File: config.mk
export PLATFORM = sky130hd
export DESIGN_NAME = reset_sequencer
export DESIGN_NICKNAME = d
export VERILOG_FILES = /design/src/rtl/reset_seq_pkg.sv /design/src/rtl/reset_seq_timer.sv /design/src/rtl/reset_sequencer.sv
export SDC_FILE = /design/constraint.sdc
export NUM_CORES = 1
export LEC_CHECK = 0
export ABC_AREA = 1
export CAP_MARGIN = 20
export CORE_ASPECT_RATIO = 0.75
export CORE_MARGIN = 10
export CORE_UTILIZATION = 28
export DETAILED_ROUTE_END_ITERATION = 12
export GPL_ROUTABILITY_DRIVEN = 0
export MAX_ROUTING_LAYER = met4
export PLACE_DENSITY = 0.48
export SETUP_SLACK_MARGIN = 0.4
export SYNTH_ARGS = -nofsm -noshare
export SYNTH_HDL_FRONTEND = slang
export SYNTH_SLANG_ARGS = --single-unit
File: constraint.sdc
create_clock -name clk_i -period 2.35 [get_ports clk_i]
set_input_delay 0.235 -clock clk_i [delete_from_list [all_inputs] [get_ports clk_i]]
set_output_delay 0.235 -clock clk_i [all_outputs]
set_load 0.01 [all_outputs]
File: src/rtl/reset_seq_pkg.sv
// reset_seq_pkg: shared state encoding, width helpers and parameter checks for reset_sequencer
package reset_seq_pkg;
  typedef enum logic [2:0] {ASSERT, WAIT_ACK, GAP, DONE, ERROR} state_t;
  function automatic int stg_w(input int n);
    return (n > 1) ? $clog2(n) : 1;
  endfunction
  function automatic int cnt_w(input int h, input int g, input int t);
    int m;
    m = (h > g) ? h : g;
    m = (m > t) ? m : t;
    return $clog2(m + 1);
  endfunction
  function automatic bit params_ok(input int n, input int h, input int g, input int t);
    return n >= 1 && h >= 1 && g >= 0 && t >= 1;
  endfunction
endpackage

File: src/rtl/reset_seq_timer.sv
// reset_seq_timer: clearable up-counter flagging when it reaches a loadable terminal count
module reset_seq_timer #(
  parameter int W = 8
) (
  input  logic         clk,
  input  logic         rst,
  input  logic         clear,
  input  logic         en,
  input  logic [W-1:0] limit,
  output logic         tc
);
  logic [W-1:0] cnt;
  always_ff @(posedge clk)
    if (rst || clear) cnt <= '0;
    else if (en) cnt <= cnt + 1'b1;
  assign tc = cnt == limit;
endmodule

File: src/rtl/reset_sequencer.sv
// reset_sequencer: holds downstream domains in reset, then releases them in order gated by per-stage acks
module reset_sequencer
  import reset_seq_pkg::*;
#(
  parameter int NUM_STAGES     = 4,
  parameter int HOLD_CYCLES    = 16,
  parameter int GAP_CYCLES     = 4,
  parameter int TIMEOUT_CYCLES = 32
) (
  input  logic                             clk_i,
  input  logic                             rst_i,
  input  logic                             sw_rst_req_i,
  input  logic [NUM_STAGES-1:0]            stage_ack_i,
  output logic [NUM_STAGES-1:0]            rst_n_stage_o,
  output logic                             seq_done_o,
  output logic                             seq_err_o,
  output logic [stg_w(NUM_STAGES)-1:0]     err_stage_o
);
  localparam int SW = stg_w(NUM_STAGES);
  localparam int CW = cnt_w(HOLD_CYCLES, GAP_CYCLES, TIMEOUT_CYCLES);
  localparam int GAP_LIM = (GAP_CYCLES > 0) ? GAP_CYCLES - 1 : 0;
  if (!params_ok(NUM_STAGES, HOLD_CYCLES, GAP_CYCLES, TIMEOUT_CYCLES)) begin : g_bad_params
    $error("reset_sequencer: illegal parameter values");
  end
  state_t        state;
  logic [SW-1:0] k;
  logic [CW-1:0] limit;
  logic          tc, ack, clear, en;
  assign ack = stage_ack_i[k];
  always_comb begin
    limit = (state == ASSERT) ? CW'(HOLD_CYCLES - 1) :
            (state == GAP)    ? CW'(GAP_LIM) : CW'(TIMEOUT_CYCLES - 1);
    en    = state inside {ASSERT, WAIT_ACK, GAP};
    clear = sw_rst_req_i | tc | (state == WAIT_ACK && ack);
  end
  reset_seq_timer #(.W(CW)) u_timer (
    .clk   (clk_i),
    .rst   (rst_i),
    .clear (clear),
    .en    (en),
    .limit (limit),
    .tc    (tc)
  );
  // An accepted ack outranks a timeout landing on the same edge.
  always_ff @(posedge clk_i)
    if (rst_i || sw_rst_req_i) begin
      state         <= ASSERT;
      k             <= '0;
      rst_n_stage_o <= '0;
      seq_done_o    <= 1'b0;
      seq_err_o     <= 1'b0;
      err_stage_o   <= '0;
    end else begin
      case (state)
        ASSERT: if (tc) begin
          rst_n_stage_o[0] <= 1'b1;
          state            <= WAIT_ACK;
        end
        WAIT_ACK: if (ack) begin
          if (k == SW'(NUM_STAGES - 1)) begin
            state      <= DONE;
            seq_done_o <= 1'b1;
          end else if (GAP_CYCLES == 0) begin
            rst_n_stage_o <= rst_n_stage_o | (NUM_STAGES'(1) << (k + 1'b1));
            k             <= k + 1'b1;
          end else state <= GAP;
        end else if (tc) begin
          state       <= ERROR;
          seq_err_o   <= 1'b1;
          err_stage_o <= k;
        end
        GAP: if (tc) begin
          rst_n_stage_o <= rst_n_stage_o | (NUM_STAGES'(1) << (k + 1'b1));
          k             <= k + 1'b1;
          state         <= WAIT_ACK;
        end
        default: ;
      endcase
    end
endmodule

==> results of run 1 <==
==> through the flow <==
stage	worst slack, ns	hold WS, ns	power [W]
after floorplan	1.10	0.449	0.000344
after global placement	0.751	0.438	0.000357
after detailed placement	0.741	0.445	0.000357
after CTS	0.893	0.457	0.000591
after global routing	0.708	0.480	0.000613
final	0.907	0.455	0.000579
==> power by group through the flow <==
| stage | sequential, W | clock [W] | combinational, W |
|---|---|---|---|
| floorplan | 0.000332 | 0 | 0.0000119 |
| global placement | 0.000332 | 0 | 0.0000251 |
| detailed placement | 0.000332 | 0 | 0.0000254 |
| CTS | 0.000324 | 0.000242 | 0.0000256 |
| global route | 0.000324 | 0.000260 | 0.0000290 |
| finish | 0.000324 | 0.000230 | 0.0000252 |
==> flip-flops by register name, indices dropped and copies added (netlist names) <==
register       flops
err_stage_o        2
k                  2
rst_n_stage_o      4
seq_done_o         1
seq_err_o          1
state              3
u_timer.cnt        6
==> placed cells by master, fill, tap and decap left out <==
cell type,n
a21oi_1,11
a21oi_2,1
clkbuf_8,3
clkdlybuf4s50_1,14
clkinv_2,1
dfxtp_1,19
ha_1,5
inv_1,19
inv_2,2
nand2_1,22
nand2_2,2
nand2_4,1
nand3_1,6
nand3_2,1
nor2_1,22
nor2_2,1
nor2_4,2
nor3_1,2
nor3_2,1
nor3b_2,2
o21ai_0,3
o21ai_1,3
xor2_1,2
==> kinds of logic (layout without fill, tap and decap cells) <==
| logic type | after synthesis | after routing |
|---|---|---|
| adder cells (fa/ha/maj) | 5 | 5 |
| AO/OA/AOI/OAI | 18 | 18 |
| XOR/XNOR | 2 | 2 |
| flip-flops | 19 | 19 |
| buffers and inverters | 21 | 39 |
| AND/OR/NAND/NOR | 62 | 62 |
==> layout make-up <==
class	instances	area (um2)	share of cell area (%)
clock buffers	3	41.3	3.52
clock inverters	1	5.00	0.427
inverters	21	78.8	6.72
multi-input cells	87	477	40.7
flip-flops and latches	19	380	32.4
well taps	40	50.0	4.27
repair buffers	14	140	12.0
==> metal layers <==
metal | GRT usage (%) | vias up | part of all wire (%)
met2 | 9.49 | 14 | 39
met5 | - | - | 0
met3 | 2.43 | 2 | 4.7
li1 | - | 430 | -
met1 | 9.16 | 343 | 54
met4 | 3.77 | 0 | 1.8
==> worst max-delay path: stages (launching register included) <==
cell and delay (ns):
dfxtp_1 0.45, inv_1 0.16, nand2_1 0.08, nand3_1 0.08, nand3_1 0.19, nand3_2 0.20
nor3b_2 0.21
==> how the worst max path moves through the flow <==
stage / startpoint / endpoint / slack, ns / cells past startpoint
3_3_place_gp: sw_rst_req_i / u_timer.cnt[5] / 0.75 / 4
3_5_place_dp: sw_rst_req_i / u_timer.cnt[5] / 0.74 / 4
4_1_cts: k[0] / u_timer.cnt[5] / 0.89 / 6
2_1_floorplan: u_timer.cnt[0] / err_stage_o[0] / 1.10 / 10
6_report: k[0] / u_timer.cnt[5] / 0.91 / 6
5_1_grt: k[0] / u_timer.cnt[5] / 0.71 / 6
==> flow_summary.ini, run 1 <==
[global_route]
grt_first_pass_wirelength_um = 3510
grt_max_degree = 12
grt_pass1_vias = 787
grt_overflow_total = 0
antenna_found_initial = 0
grt_use_total_pct = 7.13

[logic_synthesis]
synth-compound-area-share_pct = 10.0
syn_nets = 139
synthAdderAreaFrac_pct = 6.68
yosys-top-cells-area = dfxtp_1 41%, nand2_1 8.8%, nor2_1 8.8%
synth_mux_area_share_pct = 0
synth_xor_area_share_pct = 1.87
synthTopCellsByCount = 22 x nand2_1, 22 x nor2_1, 19 x dfxtp_1, 19 x inv_1, 11 x a21oi_1
yosys.cell_types.count = 20
synth-simple-area-share_pct = 32.4
synthFlopType = dfxtp_1
synth_top_family_by_area = simple AND/OR/NAND/NOR gates
synth-seq-area-share_pct = 40.6
syn-instance-count = 127
syn-mean-instance-area_um2 = 7.37
synth_area_um2 = 936
async_flop_share_pct = 0
yosysTopAreaCell = dfxtp_1
yosysWarnings = 0
ys_ff_latch = 19
synth_edf_count = 0
synth_top_cell_area_share_pct = 40.6

[clock_tree]
cts_resized = 0
clock_path_buffers = 2
cts_sinks = 19
cts_hold_buf = 0
cts_tree = yes
clk_pin_slew_ns = 0.07
cts_max_level = 1
clockRootBuffer = clkbuf_8
tritoncts.num_buffers = 3
clkLatencyLatePin_ns = 0.26
postCtsSetupRepairBufs = 0

[power]
ir_drop_mv = 0.281
p_comb_share_pct = 4.3
seq_power_share_pct = 56.0
p_sw_w = 0.000125
power.leakage_nw = 0.477
power.density_nw_per_um2 = 494
power_frac_clock_pct = 39.6
p_sw_share_pct = 21.5
intPower_w = 0.000454

[critical_path]
crit_required_ns = 2.54
critPathKind = register to register
worstSetupStartpointType = register
regToRegSetupSlack_ns = 0.91
arrival_ns = 1.63
worst-r2r-cell-count = 6
worstPathMaxFanout = 6
crit_path_end_kind = register
crit-reg2reg-launch = k[0]
r2r_end = u_timer.cnt[5]

[routing]
vias = 789
routed_wl_um = 1900
first_pass_iters = 4
drc = 0
vias_per_cell = 4.26
antenna_left = 0
post_drt_wl_per_cell_um = 10.3
drt_iter0_drc = 35

[sta]
worstMarginPinSlew_ns = 0.483
setup_violations = 0
timing.final.max_slew_violations = 0
slew_headroom_pct = 67.7
fin_setup_tns_ns = 0
fin_crit_sh_pct = 61.4
timing_hold_violations_final = 0
clock_skew_ns = 0.00384
layout_min_cycle_time_ns = 1.44
rsz0062_at_grt = false
max_freq_mhz = 693

[flow_run]
maxCapViolCount = 0

[layout]
diodes = 0
area_growth_pct = 25.3
final_nets = 158
fin_cells = 185
fillCellCount = 359
drive_above_1_share_pct = 11.7
fin_area_um2 = 1170
postLayoutCoreUtil_pct = 36.1

[min_path]
hp-class = register to register
hold_path_end = rst_n_stage_o[1]
holdPathStages = 2
min-delay-start = rst_n_stage_o[1]

[placement]
dp.cells = 181
port_buffers = 14
hpwl_um = 1500
place_area_um2 = 1130

[die]
die_x_um = 86.8
num_rows = 18
dieArea_um2 = 6080
core_area_um2 = 3240
io_pins = 15
chipHeight_um = 70.1
initial_utilization_pct = 28.9

[run_status]
status = completed
Note: power is estimated with default switching activity, not from simulation.
==> inputs of run 2 (changes only) <==
==> constraint.sdc (replaced) <==
create_clock -name clk_i -period 1.4 [get_ports clk_i]
set_input_delay 0.14 -clock clk_i [delete_from_list [all_inputs] [get_ports clk_i]]
set_output_delay 0.14 -clock clk_i [all_outputs]
set_load 0.01 [all_outputs]
==> flow_summary.ini, run 2 (synthesis gave the netlist of run 1 again) <==
[sta]
layout_min_cycle_time_ns = 1.32
fin_crit_sh_pct = 94.6
timing.final.max_slew_violations = 0
setup_violations = 0
max_freq_mhz = 755
rsz0062_at_grt = true
timing.hold.ws_ns = 0.449
clock_skew_ns = 0.00784
timing_hold_violations_final = 0
fin_setup_tns_ns = 0
worstMarginPinSlew_ns = 0.310
slew_headroom_pct = 79.3

[clock_tree]
clk_pin_slew_ns = 0.08
cts_sinks = 19
clock_path_buffers = 2
clkLatencyLatePin_ns = 0.26
cts_max_level = 1
cts_tree = yes
tritoncts.num_buffers = 3
clockRootBuffer = clkbuf_8

[critical_path]
crit_path_end_kind = register
worstSetupStartpointType = register
arrival_ns = 1.52
worstPathMaxFanout = 6
crit_required_ns = 1.59
startpoint = state[2]
worst-r2r-cell-count = 8
critPathKind = register to register
crit-reg2reg-launch = state[2]
r2r_end = u_timer.cnt[5]
regToRegSetupSlack_ns = 0.08

[die]
chipHeight_um = 70.1
num_rows = 18
io_pins = 15
dieArea_um2 = 6080
core_area_um2 = 3240
initial_utilization_pct = 28.9
die_x_um = 86.8

[layout]
top_regs = u_timer.cnt: 6 flops, rst_n_stage_o: 4 flops, state: 3 flops
fillCellCount = 343
final_nets = 171
regArea_um2 = 399
drive_above_1_share_pct = 45.6
area_growth_pct = 48.4
diodes = 0
final_cell_mix = 17 x nand2_1, 16 x inv_1, 13 x nor2_1
largest_register_ffs = 6
mostFrequentLayoutCell = nand2_1
top_register = u_timer.cnt
multi_input_area_um2 = 597

[routing]
post_drt_wl_per_cell_um = 11.6
vias_per_cell = 4.44
antenna_left = 0
vias = 879
drc = 0
routed_wl_um = 2290
drt_iter0_drc = 35
first_pass_iters = 6

[placement]
hpwl_um = 1600
port_buffers = 14

[global_route]
grt_use_total_pct = 7.79
grt_overflow_total = 0
grt_max_degree = 12
grt_pass1_vias = 850
grt_first_pass_wirelength_um = 3810
antenna_found_initial = 0

[power]
power.leakage_nw = 0.569
power.density_nw_per_um2 = 709
ir_drop_mv = 0.514

[flow_run]
maxCapViolCount = 0

[min_path]
min-delay-start = rst_n_stage_o[1]
hold_path_end = rst_n_stage_o[1]
hp-class = register to register
holdPathStages = 2

[run_status]
status = completed
[run 2: cell count changes in the layout (fill, tap and decap cells not counted), moves of 5 or more]
cell / delta
buf_4: +11
clkbuf_2: +6
clkdlybuf4s50_1: -8
dfxtp_1: -9
dfxtp_2: +6
nand2_1: -5
nor2_1: -9
nor2_2: +7
[run 2: layout make-up]
cell class                      instances  area share (%)
Clock buffer                            3            2.97
Clock inverter                          1           0.360
Inverter                               21            5.68
Multi-Input combinational cell         87            43.0
Sequential cell                        19            28.7
Tap cell                               40            3.60
Timing Repair Buffer                   27            15.7
[run 2: worst max path at each step]
stage | endpoint | slack (ns)
2_1_floorplan | err_stage_o[1] | 0.17
3_3_place_gp | err_stage_o[1] | 0.05
3_5_place_dp | err_stage_o[1] | 0.01
4_1_cts | err_stage_o[1] | 0.04
5_1_grt | err_stage_o[1] | -0.03
6_report | u_timer.cnt[5] | 0.08
[run 2: worst max-delay path, cell delays in order (launching register included)]
cell and delay (ns):
dfxtp_4 0.37, nor2_4 0.16, nand2_1 0.08, nand2_1 0.08, nand2_2 0.07, nand2_4 0.11, buf_6 0.11, nand3_4 0.11
nor3b_2 0.18
[run 2: stage by stage]
| stage | instance area, um2 | instances | worst slack [ns] | total power, W | utilization (%) |
|---|---|---|---|---|---|
| final | 1390 | 198 | 0.0762 | 0.000984 | 42.8 |
| after global routing | 1390 | 198 | -0.0279 | 0.00102 | 42.8 |
| after CTS | 1290 | 191 | 0.0370 | 0.000996 | 39.7 |
| after detailed placement | 1180 | 183 | 0.00985 | 0.000604 | 36.3 |
| after global placement | 1180 | 183 | 0.0510 | 0.000603 | 36.3 |
| after floorplan | 972 | 127 | 0.172 | 0.000579 | - |
[run 2: repair_timing]
item | CTS | global route
setup endpoints to repair | 27 | 27
setup buffers | 4 | 7
gates resized for setup | 30 | 32
hold buffers | 0 | 0
pin swaps | 4 | 11
[run 2: power by group]
group	leakage (nW)	switching, W	internal (W)
registers	0.159	0.00000270	0.000537
logic	0.385	0.0000252	0.0000284
clock network	0.0255	0.000192	0.000198
[run 2: layer usage]
metal / wire (um) / vias to the layer above / global-route usage, % / part of all wire, %
li1: - / 459 / - / -
met1: 1050 / 405 / 9.79 / 46
met2: 1120 / 10 / 11.2 / 49
met3: 99 / 5 / 3.13 / 4.3
met4: 25 / 0 / 2.15 / 1.1
met5: 0 / - / - / 0
==> inputs of run 3 (changes only) <==
--- a/config.mk
+++ b/config.mk
@@ -10,6 +10,7 @@
 export CORE_ASPECT_RATIO = 0.75
 export CORE_MARGIN = 10
 export CORE_UTILIZATION = 28
+export CTS_CLUSTER_SIZE = 24
 export DETAILED_ROUTE_END_ITERATION = 12
 export GPL_ROUTABILITY_DRIVEN = 0
 export MAX_ROUTING_LAYER = met4
==> constraint.sdc (replaced) <==
create_clock -name clk_i -period 1.4 [get_ports clk_i]
set_input_delay 0.21 -clock clk_i [delete_from_list [all_inputs] [get_ports clk_i]]
set_output_delay 0.21 -clock clk_i [all_outputs]
set_load 0.01 [all_outputs]
==> flow_summary.ini, run 3 (synthesis gave the netlist of run 1 again) <==
[run_status]
status = completed

[sta]
timing.final.max_slew_violations = 0
fin_setup_tns_ns = 0
layout_min_cycle_time_ns = 1.32
worstMarginPinSlew_ns = 0.310
rsz0062_at_grt = true
timing_hold_violations_final = 0
setup_violations = 0
slew_headroom_pct = 79.3
fin_crit_sh_pct = 94.6
worst_slack_ns = 0.0752
clock_skew_ns = 0.00630
max_freq_mhz = 755

[die]
core_area_um2 = 3240
initial_utilization_pct = 28.9
num_rows = 18
die_x_um = 86.8
chipHeight_um = 70.1
dieArea_um2 = 6080
io_pins = 15

[critical_path]
path_cells = nor2_4 > nand2_1 > nand2_1 > nand2_2 > nand2_4 > buf_6 > nand3_4 > nor3b_2
crit-reg2reg-launch = state[2]
worst-r2r-cell-count = 8
critPathKind = register to register
crit_path_end_kind = register
regToRegSetupSlack_ns = 0.08
crit_required_ns = 1.59
worstSetupStartpointType = register
worst_path_largest_cell_delay_ns = 0.37
critPathSlowestCell = dfxtp_4
arrival_ns = 1.52
r2r_end = u_timer.cnt[5]
worstPathMaxFanout = 6
critPathMostFrequentCell = nand2_1

[layout]
drive_above_1_share_pct = 46.2
mostFrequentLayoutCell = nand2_1
final_cell_mix = 17 x nand2_1, 16 x inv_1, 13 x nor2_1
largest_register_ffs = 6
top_regs = u_timer.cnt: 6 flops, rst_n_stage_o: 4 flops, state: 3 flops
regArea_um2 = 400
area_growth_pct = 47.2
top_register = u_timer.cnt
multi_input_area_um2 = 597
fillCellCount = 340
diodes = 0
fin_cells = 198
final_nets = 171

[routing]
post_drt_wl_per_cell_um = 11.6
drt_iter0_drc = 40
routed_wl_um = 2300
vias = 875
drc = 0
antenna_left = 0
vias_per_cell = 4.42
first_pass_iters = 6

[clock_tree]
clk_pin_slew_ns = 0.08
cts_hold_buf = 0
clkLatencyLatePin_ns = 0.26
cts_max_level = 1
cts_sinks = 19
clockRootBuffer = clkbuf_8
cts_tree = yes
tritoncts.num_buffers = 3
clock_path_buffers = 2

[placement]
port_buffers = 14
dp.cells = 183
dp_slack_ns = -0.0602
hpwl_um = 1600

[min_path]
hp-class = register to register
min-delay-start = rst_n_stage_o[3]
hold_path_end = rst_n_stage_o[3]
holdPathStages = 2

[global_route]
grt_overflow_total = 0
grt_pass1_vias = 850
grt_max_degree = 12
antenna_found_initial = 0
grt_first_pass_wirelength_um = 3810
grt_use_total_pct = 7.79

[flow_run]
maxCapViolCount = 0

[power]
ir_drop_mv = 0.516
power.density_nw_per_um2 = 714
power.leakage_nw = 0.578
[run 3: area by class of cell]
cell class / count / share of cell area (%)
Inverter: 21 / 5.72
Sequential cell: 19 / 29.1
Clock inverter: 1 / 0.363
Clock buffer: 3 / 3.00
Tap cell: 40 / 3.63
Timing Repair Buffer: 27 / 14.9
Multi-Input combinational cell: 87 / 43.3
[run 3: per-layer routing]
metal	track usage, %	share of wire (%)
met5	-	0
met4	2.15	1.1
met3	3.13	4.3
met2	11.2	49
met1	9.79	46
[run 3: worst max path at each step]
stage                    from             end  slack (ns)  cells past startpoint
5_1_grt                  k[1]  err_stage_o[1]       -0.03                      8
6_report             state[2]  u_timer.cnt[5]        0.08                      8
2_1_floorplan  u_timer.cnt[0]  err_stage_o[1]        0.17                     10
3_3_place_gp   stage_ack_i[1]  err_stage_o[1]       -0.02                      9
4_1_cts        u_timer.cnt[0]  err_stage_o[1]        0.04                     10
3_5_place_dp   stage_ack_i[3]  err_stage_o[1]       -0.06                      9
[run 3: where the power goes]
group	internal [W]	total, W	switching, W
clock	0.000198	0.000390	0.000192
combinational	0.0000284	0.0000535	0.0000251
sequential	0.000537	0.000540	0.00000270
total	0.000764	0.000984	0.000219
[run 3: metrics by stage]
step                hold WS, ns  area [um2]  power [W]  utilization [%]
finish                    0.451        1380   0.000984             42.5
global route              0.490        1380    0.00102             42.5
CTS                       0.453        1250   0.000996             38.6
detailed placement        0.444        1180   0.000604             36.3
global placement          0.440        1180   0.000603             36.3
floorplan                 0.417         972   0.000579                -
[run 3: repair_timing]
| item | CTS | global route |
|---|---|---|
| buffers inserted | 4 | 7 |
| setup endpoints to repair | 27 | 21 |
| resized for setup | 44 | 26 |
| pin swaps | 4 | 11 |
[run 3: worst max-delay path, delay by kind of cell, from the launching register on]
family        cells  cell delay (ns)
buf+inv           1             0.11
flops             1             0.37
simple gates      7             0.79
